**config.mk**
```make
export PLATFORM = sky130hd
export DESIGN_NAME = spi_sram_controller
export DESIGN_NICKNAME = d
export VERILOG_FILES = /design/src/rtl/sram_ctrl_pkg.sv /design/src/rtl/spi_phase_gen.sv /design/src/rtl/spi_sram_controller.sv
export SDC_FILE = /design/constraint.sdc
export NUM_CORES = 1
export LEC_CHECK = 0
export BUFFER_PORTS_ARGS = -buffer_cell sky130_fd_sc_hd__buf_2
export CORE_MARGIN = 1
export CORE_UTILIZATION = 53
export DETAILED_ROUTE_END_ITERATION = 16
export PLACE_DENSITY = 0.74
export SKIP_LAST_GASP = 1
export SYNTH_ARGS = -nofsm -noshare
export SYNTH_HDL_FRONTEND = slang
export SYNTH_SLANG_ARGS = --single-unit
```
**constraint.sdc**
```tcl
create_clock -name clk -period 2.5 [get_ports clk]
set_clock_uncertainty 0.2 [all_clocks]
set_input_delay 0 -clock clk [delete_from_list [all_inputs] [get_ports clk]]
set_output_delay 0 -clock clk [all_outputs]
set_load 0.005 [all_outputs]
```
**src/rtl/sram_ctrl_pkg.sv**
```systemverilog
// Shared definitions for the serial SRAM controller and the image kernels that
// drive it: job opcodes, FSM state encodings, image size constants and a small
// opcode helper.
package sram_ctrl_pkg;

  // Job opcodes on the kernel interface. These are also the SPI instruction
  // bytes of a 23LC1024-style SRAM.
  localparam logic [7:0] INST_NONE  = 8'h00;
  localparam logic [7:0] INST_WRITE = 8'h02;
  localparam logic [7:0] INST_READ  = 8'h03;

  typedef logic [2:0] state_t;

  localparam state_t ST_IDLE = 3'd0;
  localparam state_t ST_CMD  = 3'd1;
  localparam state_t ST_ADDR = 3'd2;
  localparam state_t ST_DATA = 3'd3;
  localparam state_t ST_DONE = 3'd4;

  // Frame sizes the kernels use for their byte_length requests.
  localparam int unsigned IMG_WIDTH      = 256;
  localparam int unsigned IMG_HEIGHT     = 256;
  localparam int unsigned IMG_BYTES_GRAY = IMG_WIDTH * IMG_HEIGHT;
  localparam int unsigned IMG_BYTES_RGB  = 3 * IMG_BYTES_GRAY;

  function automatic logic is_job(input logic [7:0] op);
    return (op == INST_WRITE) || (op == INST_READ);
  endfunction

endpackage

```
**src/rtl/spi_phase_gen.sv**
```systemverilog
// SPI bit-clock generator.
// Divides clk into sck half-periods of HALF_DIV cycles while en is high; holds
// sck low and restarts at the beginning of phase L whenever en is low.
//   clk, rst_n : system clock, async active-low reset
//   en         : run the bit clock
//   sck        : SPI clock (mode 0, low in phase L, high in phase H)
//   phase_l    : first cycle of a bit period (phase L), where mosi changes
//   phase_h    : last cycle of a bit period (phase H), where miso is sampled
module spi_phase_gen #(
  parameter int unsigned HALF_DIV = 1
) (
  input  logic clk,
  input  logic rst_n,
  input  logic en,
  output logic sck,
  output logic phase_l,
  output logic phase_h
);

  localparam int unsigned CW = (HALF_DIV > 1) ? $clog2(HALF_DIV) : 1;
  localparam logic [CW-1:0] CNT_LOAD = CW'(HALF_DIV - 1);

  logic [CW-1:0] cnt;
  logic          ph;

  always_ff @(posedge clk or negedge rst_n) begin
    if (!rst_n) begin
      cnt <= CNT_LOAD;
      ph  <= 1'b0;
    end else if (!en) begin
      cnt <= CNT_LOAD;
      ph  <= 1'b0;
    end else if (cnt == '0) begin
      cnt <= CNT_LOAD;
      ph  <= ~ph;
    end else begin
      cnt <= cnt - 1'b1;
    end
  end

  assign sck     = ph;
  assign phase_l = en && !ph && (cnt == CNT_LOAD);
  assign phase_h = en && ph && (cnt == '0);

endmodule

```
**src/rtl/spi_sram_controller.sv**
```systemverilog
// Serial SRAM job responder: turns one kernel job (inst/address/byte_length)
// into a single sequential-mode SPI transaction and streams the data one bit
// per io_valid pulse, MSB first.
//   clk, rst_n              : system clock, async active-low reset
//   inst                    : job opcode (2 = WRITE, 3 = READ, others ignored)
//   address, byte_length    : job parameters, captured at accept
//   write_in                : write data bit answering the last io_valid
//   mem_out, io_valid       : read data bit / per-bit strobe
//   rw_done, busy           : job completion pulse / job in progress
//   sram_sck, sram_cs_n,
//   sram_mosi, sram_miso    : SPI mode-0 pins to the SRAM
//
// state | meaning
// IDLE  | waiting for a job opcode
// CMD   | shifting the 8-bit instruction (or a one-cycle pass for length 0)
// ADDR  | shifting the ADDR_W-bit start address
// DATA  | byte_length*8 data bits
// DONE  | cs_n high, rw_done pulse
module spi_sram_controller
  import sram_ctrl_pkg::*;
#(
  parameter int unsigned ADDR_W   = 24,
  parameter int unsigned LEN_W    = 24,
  parameter int unsigned HALF_DIV = 1
) (
  input  logic              clk,
  input  logic              rst_n,
  input  logic [7:0]        inst,
  input  logic [ADDR_W-1:0] address,
  input  logic [LEN_W-1:0]  byte_length,
  input  logic              write_in,
  output logic              mem_out,
  output logic              io_valid,
  output logic              rw_done,
  output logic              busy,
  output logic              sram_sck,
  output logic              sram_cs_n,
  output logic              sram_mosi,
  input  logic              sram_miso
);

  localparam int unsigned SR_W = 8 + ADDR_W;
  localparam int unsigned BC_W = LEN_W + 3;

  state_t            state;
  logic [SR_W-1:0]   sreg;
  logic [BC_W-1:0]   bit_cnt;
  logic [LEN_W-1:0]  len_q;
  logic              wr_q;
  logic              skip_q;
  logic              wbit_q;
  logic              rd_valid_q;
  logic              rd_bit_q;
  logic              xfer;
  logic              phase_l;
  logic              phase_h;
  logic              bit_tc;
  logic              wr_req;

  // A zero-length job is flagged at accept and resolved one cycle later in
  // CMD, so the length compare never sits on the accept path and the job
  // still shows busy for two cycles without touching the bus.
  assign xfer   = ((state == ST_CMD) || (state == ST_ADDR) || (state == ST_DATA)) && !skip_q;
  assign bit_tc = (bit_cnt == '0);

  spi_phase_gen #(.HALF_DIV(HALF_DIV)) u_phase (
    .clk     (clk),
    .rst_n   (rst_n),
    .en      (xfer),
    .sck     (sram_sck),
    .phase_l (phase_l),
    .phase_h (phase_h)
  );

  always_ff @(posedge clk or negedge rst_n) begin
    if (!rst_n) begin
      state      <= ST_IDLE;
      sreg       <= '0;
      bit_cnt    <= '0;
      len_q      <= '0;
      wr_q       <= 1'b0;
      skip_q     <= 1'b0;
      wbit_q     <= 1'b0;
      rd_valid_q <= 1'b0;
      rd_bit_q   <= 1'b0;
    end else begin
      rd_valid_q <= 1'b0;
      rd_bit_q   <= 1'b0;
      case (state)
        ST_IDLE: begin
          if (is_job(inst)) begin
            state   <= ST_CMD;
            sreg    <= {inst, address};
            len_q   <= byte_length;
            wr_q    <= (inst == INST_WRITE);
            skip_q  <= (byte_length == '0);
            bit_cnt <= BC_W'(7);
          end
        end
        ST_CMD: begin
          if (skip_q) begin
            state <= ST_DONE;
          end else if (phase_h) begin
            sreg <= {sreg[SR_W-2:0], 1'b0};
            if (bit_tc) begin
              state   <= ST_ADDR;
              bit_cnt <= BC_W'(ADDR_W - 1);
            end else begin
              bit_cnt <= bit_cnt - 1'b1;
            end
          end
        end
        ST_ADDR: begin
          if (phase_h) begin
            sreg <= {sreg[SR_W-2:0], 1'b0};
            if (bit_tc) begin
              state   <= ST_DATA;
              bit_cnt <= {len_q, 3'b000} - 1'b1;
            end else begin
              bit_cnt <= bit_cnt - 1'b1;
            end
          end
        end
        ST_DATA: begin
          if (wr_q && phase_l) begin
            wbit_q <= write_in;
          end
          if (phase_h) begin
            if (!wr_q) begin
              rd_valid_q <= 1'b1;
              rd_bit_q   <= sram_miso;
            end
            if (bit_tc) begin
              state <= ST_DONE;
            end else begin
              bit_cnt <= bit_cnt - 1'b1;
            end
          end
        end
        ST_DONE: begin
          state  <= ST_IDLE;
          skip_q <= 1'b0;
        end
        default: state <= ST_IDLE;
      endcase
    end
  end

  // Write bits are requested one bit ahead: the pulse lands in the H cycle
  // before the bit, and the answer is passed straight to mosi in the first L
  // cycle, then held from wbit_q for the rest of the bit.
  assign wr_req = wr_q && phase_h &&
                  (((state == ST_ADDR) && bit_tc) || ((state == ST_DATA) && !bit_tc));

  always_comb begin
    sram_mosi = 1'b0;
    if (xfer) begin
      case (state)
        ST_CMD, ST_ADDR: sram_mosi = sreg[SR_W-1];
        ST_DATA:         sram_mosi = wr_q && (phase_l ? write_in : wbit_q);
        default:         sram_mosi = 1'b0;
      endcase
    end
  end

  assign io_valid  = rd_valid_q || wr_req;
  assign mem_out   = rd_bit_q;
  assign rw_done   = (state == ST_DONE);
  assign busy      = (state != ST_IDLE);
  assign sram_cs_n = !xfer;

endmodule

```
==> results of run 1 <==
critical path, stage by stage, from the launching register on:
cell and delay (ns):
dfrtp_1 0.41, or3_4 0.41, buf_6 0.13, or4_4 0.59, or4_4 0.46, a2bb2oi_1 0.17, o21ai_1 0.12
stage by stage:
stage                     hold slack (ns)  util [%]
after global routing               0.0537      78.0
final                            -0.00617      78.0
after global placement             -0.144      65.3
after floorplan                    -0.496         -
after detailed placement           -0.137      65.3
after CTS                          0.0173      74.9
path summary, 6_finish.rpt:
kind	startpoint	end	slack, ns	cells past startpoint
min in group clk	sram_miso	mem_out	0.18	3
setup reg to reg	bit_cnt[18]	bit_cnt[13]	-0.07	6
hold reg to reg	sreg[13]	sreg[13]	0.29	2
max in group asynchronous	rst_n	len_q[7]	1.44	3
setup / recovery	bit_cnt[18]	bit_cnt[13]	-0.07	6
hold / removal	rst_n	bit_cnt[24]	-0.006	2
layer usage:
layer / vias to the layer above / wire, um / share of wire [%] / track usage (%)
li1: 2368 / - / - / -
met2: 283 / 7950 / 49 / 54.5
met3: 52 / 1170 / 7.2 / 5.15
met1: 2529 / 6740 / 41 / 43.9
met5: - / 0 / 0 / 0
met4: 0 / 463 / 2.8 / 9.59
timing repair:
item	in CTS	in global routing
endpoints found under the setup margin	28	62
cloned	1	3
hold endpoints to repair	153	0
resized for setup	28	42
pin swaps	14	20
hold buffers	59	0
buffers inserted	4	7
Yosys cell counts (5+ instances only):
cell       n  area [um^2]
nor2b_1    5         31.3
or3_1      6         37.5
nor2_1    34          128
a31oi_1    7         43.8
a21oi_1   10         50.1
nand2_1   74          278
xnor2_1   16          140
clkbuf_1  23         86.3
nor3b_1    5         37.5
o22ai_1    5         31.3
nand4_1    6         37.5
and2_1     5         31.3
xor2_1     7         61.3
nand3_1   24          120
mux2i_1   31          310
dfrtp_1   92         2300
o21ai_1    6         30.0
nor4_1    15         93.8
o21ai_0   57          285
nor3_1    18         90.1
mux2_2    26          293
report_power, final:
| group | internal, mW | total [mW] | switching (mW) |
|---|---|---|---|
| sequential | 1.49 | 1.49 | 0.00273 |
| clock | 0.367 | 0.958 | 0.591 |
| combinational | 0.120 | 0.211 | 0.0914 |
| total | 1.98 | 2.66 | 0.685 |
final cells by class:
type                    instances  area [um^2]
inverters                       4         15.0
fillers                       602         2040
well taps                     129          161
clock buffers                   9          124
repair buffers                207         1690
flip-flops and latches         92         2300
multi-input cells             419         2900
clock inverters                 6         48.8
cell families (layout without fill, tap and decap cells):
group	count (synthesis)	count (layout)	synth area share [%]
and+or+nand+nor	214	214	20.8
AOI/OAI and AO/OA	121	121	14.9
DFF	92	92	45.1
muxes	57	57	11.8
buffers and inverters	31	226	2.50
xor gates and xnor gates	23	23	3.95
adders and majority gates	4	4	0.931
state kept, by name (all words and copies together) (netlist names):
register	flops
u_phase.sck	1
sreg	32
mem_out	1
state	3
len_q	24
rd_valid_q	1
wr_q	1
skip_q	1
wbit_q	1
bit_cnt	27
==> impl_metrics.json, run 1 <==
{
  "area_growth_pct": 41.8,
  "grt_use_total_pct": 32.6,
  "period_minus_slack_ns": 2.57,
  "relSlewSlack_pct": 58.9,
  "grt_pass1_wl_um": 25400,
  "grt_pass1_vias": 5067,
  "core_area_um2": 9280,
  "critPathCaptureType": "flip-flop",
  "drt-initial-drc-count": 597,
  "gp_congestion": 0.934,
  "ys_ff_latch": 92,
  "vdd.ir_drop.worst_mv": 0.324,
  "clock.fmax_ghz": 0.388,
  "hold_viol_final": 11,
  "powerDensity_nw_per_um2": 368,
  "place_inst": 779,
  "cts_sinks": 92,
  "dr_total_vias": 5232,
  "setup_viol": 22,
  "syn_area_um2": 5110,
  "dieArea_um2": 10000,
  "cts_buffers": 9,
  "worst_slew_pin_slew_ns": 0.616,
  "core.rowCount": 35,
  "violations": "negative hold slack, negative setup slack",
  "synth-edff-count": 0,
  "maxCapViolCount": 0,
  "status": "finished, violations left",
  "synth_cell_types": 58,
  "async_reset_ff_share_pct": 100,
  "wl_per_cell_um": 18.8,
  "cts_buffer_depth": 2,
  "arrival_ns": 2.67,
  "cts_tree": "built",
  "synth_nets": 605,
  "avgSynthCellArea_um2": 9.42,
  "io_pins": 67,
  "final_cell_mix": "dfrtp_1 (92), nand2_1 (69), buf_2 (65)",
  "hold-worst-slack_ns": -0.00617,
  "first_pass_iters": 6,
  "hpwl_um": 9910,
  "min_path_type": "in2async",
  "instances_no_fill": 866,
  "initial_core_util_pct": 55.0,
  "final_nets": 796,
  "ys_warn_count": 0,
  "io_buffers": 66,
  "cts-root-buf": "clkbuf_8",
  "avgViaCountPerCell": 6.04,
  "path_clk_slew_ns": 0.11,
  "drc": 0,
  "final_common_cell": "dfrtp_1",
  "fp.dieW_um": 100,
  "dpl_cell_area_um2": 6060,
  "slew_viol_final": 0,
  "final_antenna_net_count": 0,
  "gr-total-overflow": 0,
  "clkLatencyLatePin_ns": 0.36,
  "routed_wirelength_um": 16300,
  "required_ns": 2.59,
  "antenna_cells": 0,
  "synth_cells": 542,
  "yosysSeqAreaShare_pct": 45.1,
  "finish.instance_area_um2": 7240,
  "setup_ws_ns": -0.0749,
  "timing_worst_setup_path_type": "reg2reg",
  "grt_setup_unrepaired": "true",
  "antenna_found_initial": 0,
  "htreeDepth": 3,
  "worstPathMaxFanout": 8,
  "drive_gt1_share_pct": 31.9,
  "finalSetupTns_ns": -0.724,
  "timing.final.crit_share_pct": 103,
  "die_h_um": 100,
  "total_power_mw": 2.66,
  "grt_max_degree": 65,
  "cp-start-kind": "flip-flop",
  "pre_cts_slack_ns": -0.0867,
  "synthFlopType": "dfrtp_1",
  "total_leakage_power_nw": 3.37
}
Note: power is estimated with default switching activity, not from simulation.
==> run 2: changes to the inputs <==
CORE_ASPECT_RATIO = 0.7   (was unset)
==> impl_metrics.json, run 2 (synthesized netlist as in run 1, its figures left out) <==
{
  "vdd.ir_drop.worst_mv": 0.470,
  "dieArea_um2": 10000,
  "grt_use_total_pct": 34.2,
  "required_ns": 2.55,
  "path_buf_inv": 1,
  "clock.fmax_ghz": 0.378,
  "finish.instance_area_um2": 7450,
  "cp-start-kind": "flip-flop",
  "relSlewSlack_pct": 60.2,
  "avgViaCountPerCell": 5.98,
  "setup_viol": 28,
  "largest_reg_flops": 32,
  "hpwl_um": 11000,
  "pwr-share-comb_pct": 6.9,
  "cts_sinks": 92,
  "p_sw_mw": 0.716,
  "cp_slowest_stage_delay_ns": 0.56,
  "min_path_type": "in2async",
  "core.rowCount": 29,
  "seqPwrFrac_pct": 47.4,
  "setup_ws_ns": -0.149,
  "dr_total_vias": 5240,
  "cp_slowest_cell": "or4_4",
  "grt_pass1_vias": 5133,
  "antenna_cells": 0,
  "initial_core_util_pct": 55.4,
  "drive_gt1_share_pct": 33.0,
  "fp.dieW_um": 119,
  "grt_max_degree": 65,
  "slew_viol_final": 0,
  "wl_per_cell_um": 19.8,
  "nFillCells": 584,
  "timing.final.crit_share_pct": 106,
  "io_buffers": 66,
  "crit_family": "simple AND/OR/NAND/NOR gates",
  "final_nets": 810,
  "critPathCaptureType": "flip-flop",
  "core_area_um2": 9220,
  "first_pass_iters": 7,
  "grt_pass1_wl_um": 26500,
  "top_register": "sreg",
  "routed_wirelength_um": 17400,
  "gp_congestion": 0.917,
  "clkLatencyLatePin_ns": 0.35,
  "path_clk_slew_ns": 0.07,
  "timing_worst_setup_path_type": "reg2reg",
  "cts_buffer_depth": 2,
  "total_leakage_power_nw": 3.52,
  "p_clk_share_pct": 45.7,
  "worst_slew_pin_slew_ns": 0.597,
  "maxCapViolCount": 0,
  "io_pins": 67,
  "antenna_found_initial": 0,
  "worstPathMaxFanout": 7,
  "multi_input_area_um2": 2900,
  "violations": "negative hold slack, negative setup slack",
  "hold-worst-slack_ns": -0.00830,
  "period_minus_slack_ns": 2.65,
  "final_antenna_net_count": 0,
  "hold_viol_final": 4,
  "largest_registers": "sreg (32), bit_cnt (27), len_q (24)",
  "final_cell_mix": "dfrtp_1 (92), buf_4 (76), nand2_1 (70)",
  "powerDensity_nw_per_um2": 422,
  "cts_buffers": 9,
  "final_common_cell": "dfrtp_1",
  "htreeDepth": 3,
  "swShare_pct": 22.7,
  "drc": 0,
  "drt-initial-drc-count": 523,
  "gr-total-overflow": 0,
  "seq_area_um2": 2300,
  "status": "finished, violations left",
  "place_inst": 784,
  "die_h_um": 84.1,
  "area_growth_pct": 46.0,
  "crit_top_cell": "or4_4",
  "cts-root-buf": "clkbuf_16",
  "pre_cts_slack_ns": -0.144,
  "intPower_mw": 2.43,
  "instances_no_fill": 876,
  "crit_chain": "or4_4, or4_4, buf_6, nor3_4, nand2_1, o31a_1, o32ai_2",
  "cts_tree": "built",
  "dpl_cell_area_um2": 6140,
  "grt_setup_unrepaired": "true",
  "arrival_ns": 2.70
}
[run 2: changes by cell type in the layout (fill, tap and decap cells not counted), sizes merged]
cell	delta
buf	+15
inv	+1
bufinv	+1
clkbuf	+1
clkinvlp	-2
clkinv	-1
[run 2: timing repair]
item,in CTS,in global routing
resized for setup,27,36
endpoints found under the hold margin,153,0
pin swaps,12,18
buffers inserted,5,11
gates cloned,0,2
endpoints found under the setup margin,26,56
hold buffers,59,0
[run 2: path summary, 6_finish.rpt]
kind	from	end	slack, ns	cells past startpoint
min in group clk	inst[3]	state[0]	0.08	5
worst max-delay path	bit_cnt[12]	state[0]	-0.15	7
worst min-delay path	rst_n	bit_cnt[25]	-0.008	2
worst min register to register	sreg[27]	sreg[27]	0.29	2
max in group asynchronous	rst_n	len_q[22]	1.39	3
worst max register to register	bit_cnt[12]	state[0]	-0.15	7
[run 2: layout make-up]
cell class                 instances  area share (%)
tap                              124            2.08
timing repair buffer             221            23.8
clock inverter                     5           0.906
sequential                        92            30.9
inverter                           4           0.201
clock buffer                      11            3.26
multi-input combinational        419            38.9
[run 2: stage by stage]
stage	power, mW	hold WS (ns)	util, %	TNS, ns
floorplan	1.55	-0.496	-	-1.16
global placement	1.65	-0.159	66.7	-0.722
detailed placement	1.66	-0.161	66.7	-1.21
CTS	3.15	0.00461	78.1	-0.545
global route	3.23	0.0487	80.9	-2.41
finish	3.15	-0.00830	80.9	-1.27
[run 2: per-layer routing]
layer | up-vias | part of all wire, % | GRT usage (%)
met1 | 2557 | 43 | 47.6
met3 | 36 | 8.1 | 8.47
li1 | 2388 | - | -
met5 | - | 0 | 0
met2 | 259 | 46 | 53.3
met4 | 0 | 2.0 | 9.55
[run 2: worst register-to-register path, cell delays in order, from the launching register on]
cell and delay (ns):
dfrtp_1 0.39, or4_4 0.56, or4_4 0.51, buf_6 0.16, nor3_4 0.19, nand2_1 0.15
o31a_1 0.14, o32ai_2 0.27
[run 2: power by group through the flow]
stage | combinational (mW) | clock, mW | sequential [mW]
6_report | 0.216 | 1.44 | 1.49
5_1_grt | 0.234 | 1.51 | 1.49
4_1_cts | 0.207 | 1.45 | 1.49
3_5_place_dp | 0.136 | 0 | 1.52
3_3_place_gp | 0.132 | 0 | 1.52
2_1_floorplan | 0.0312 | 0 | 1.52
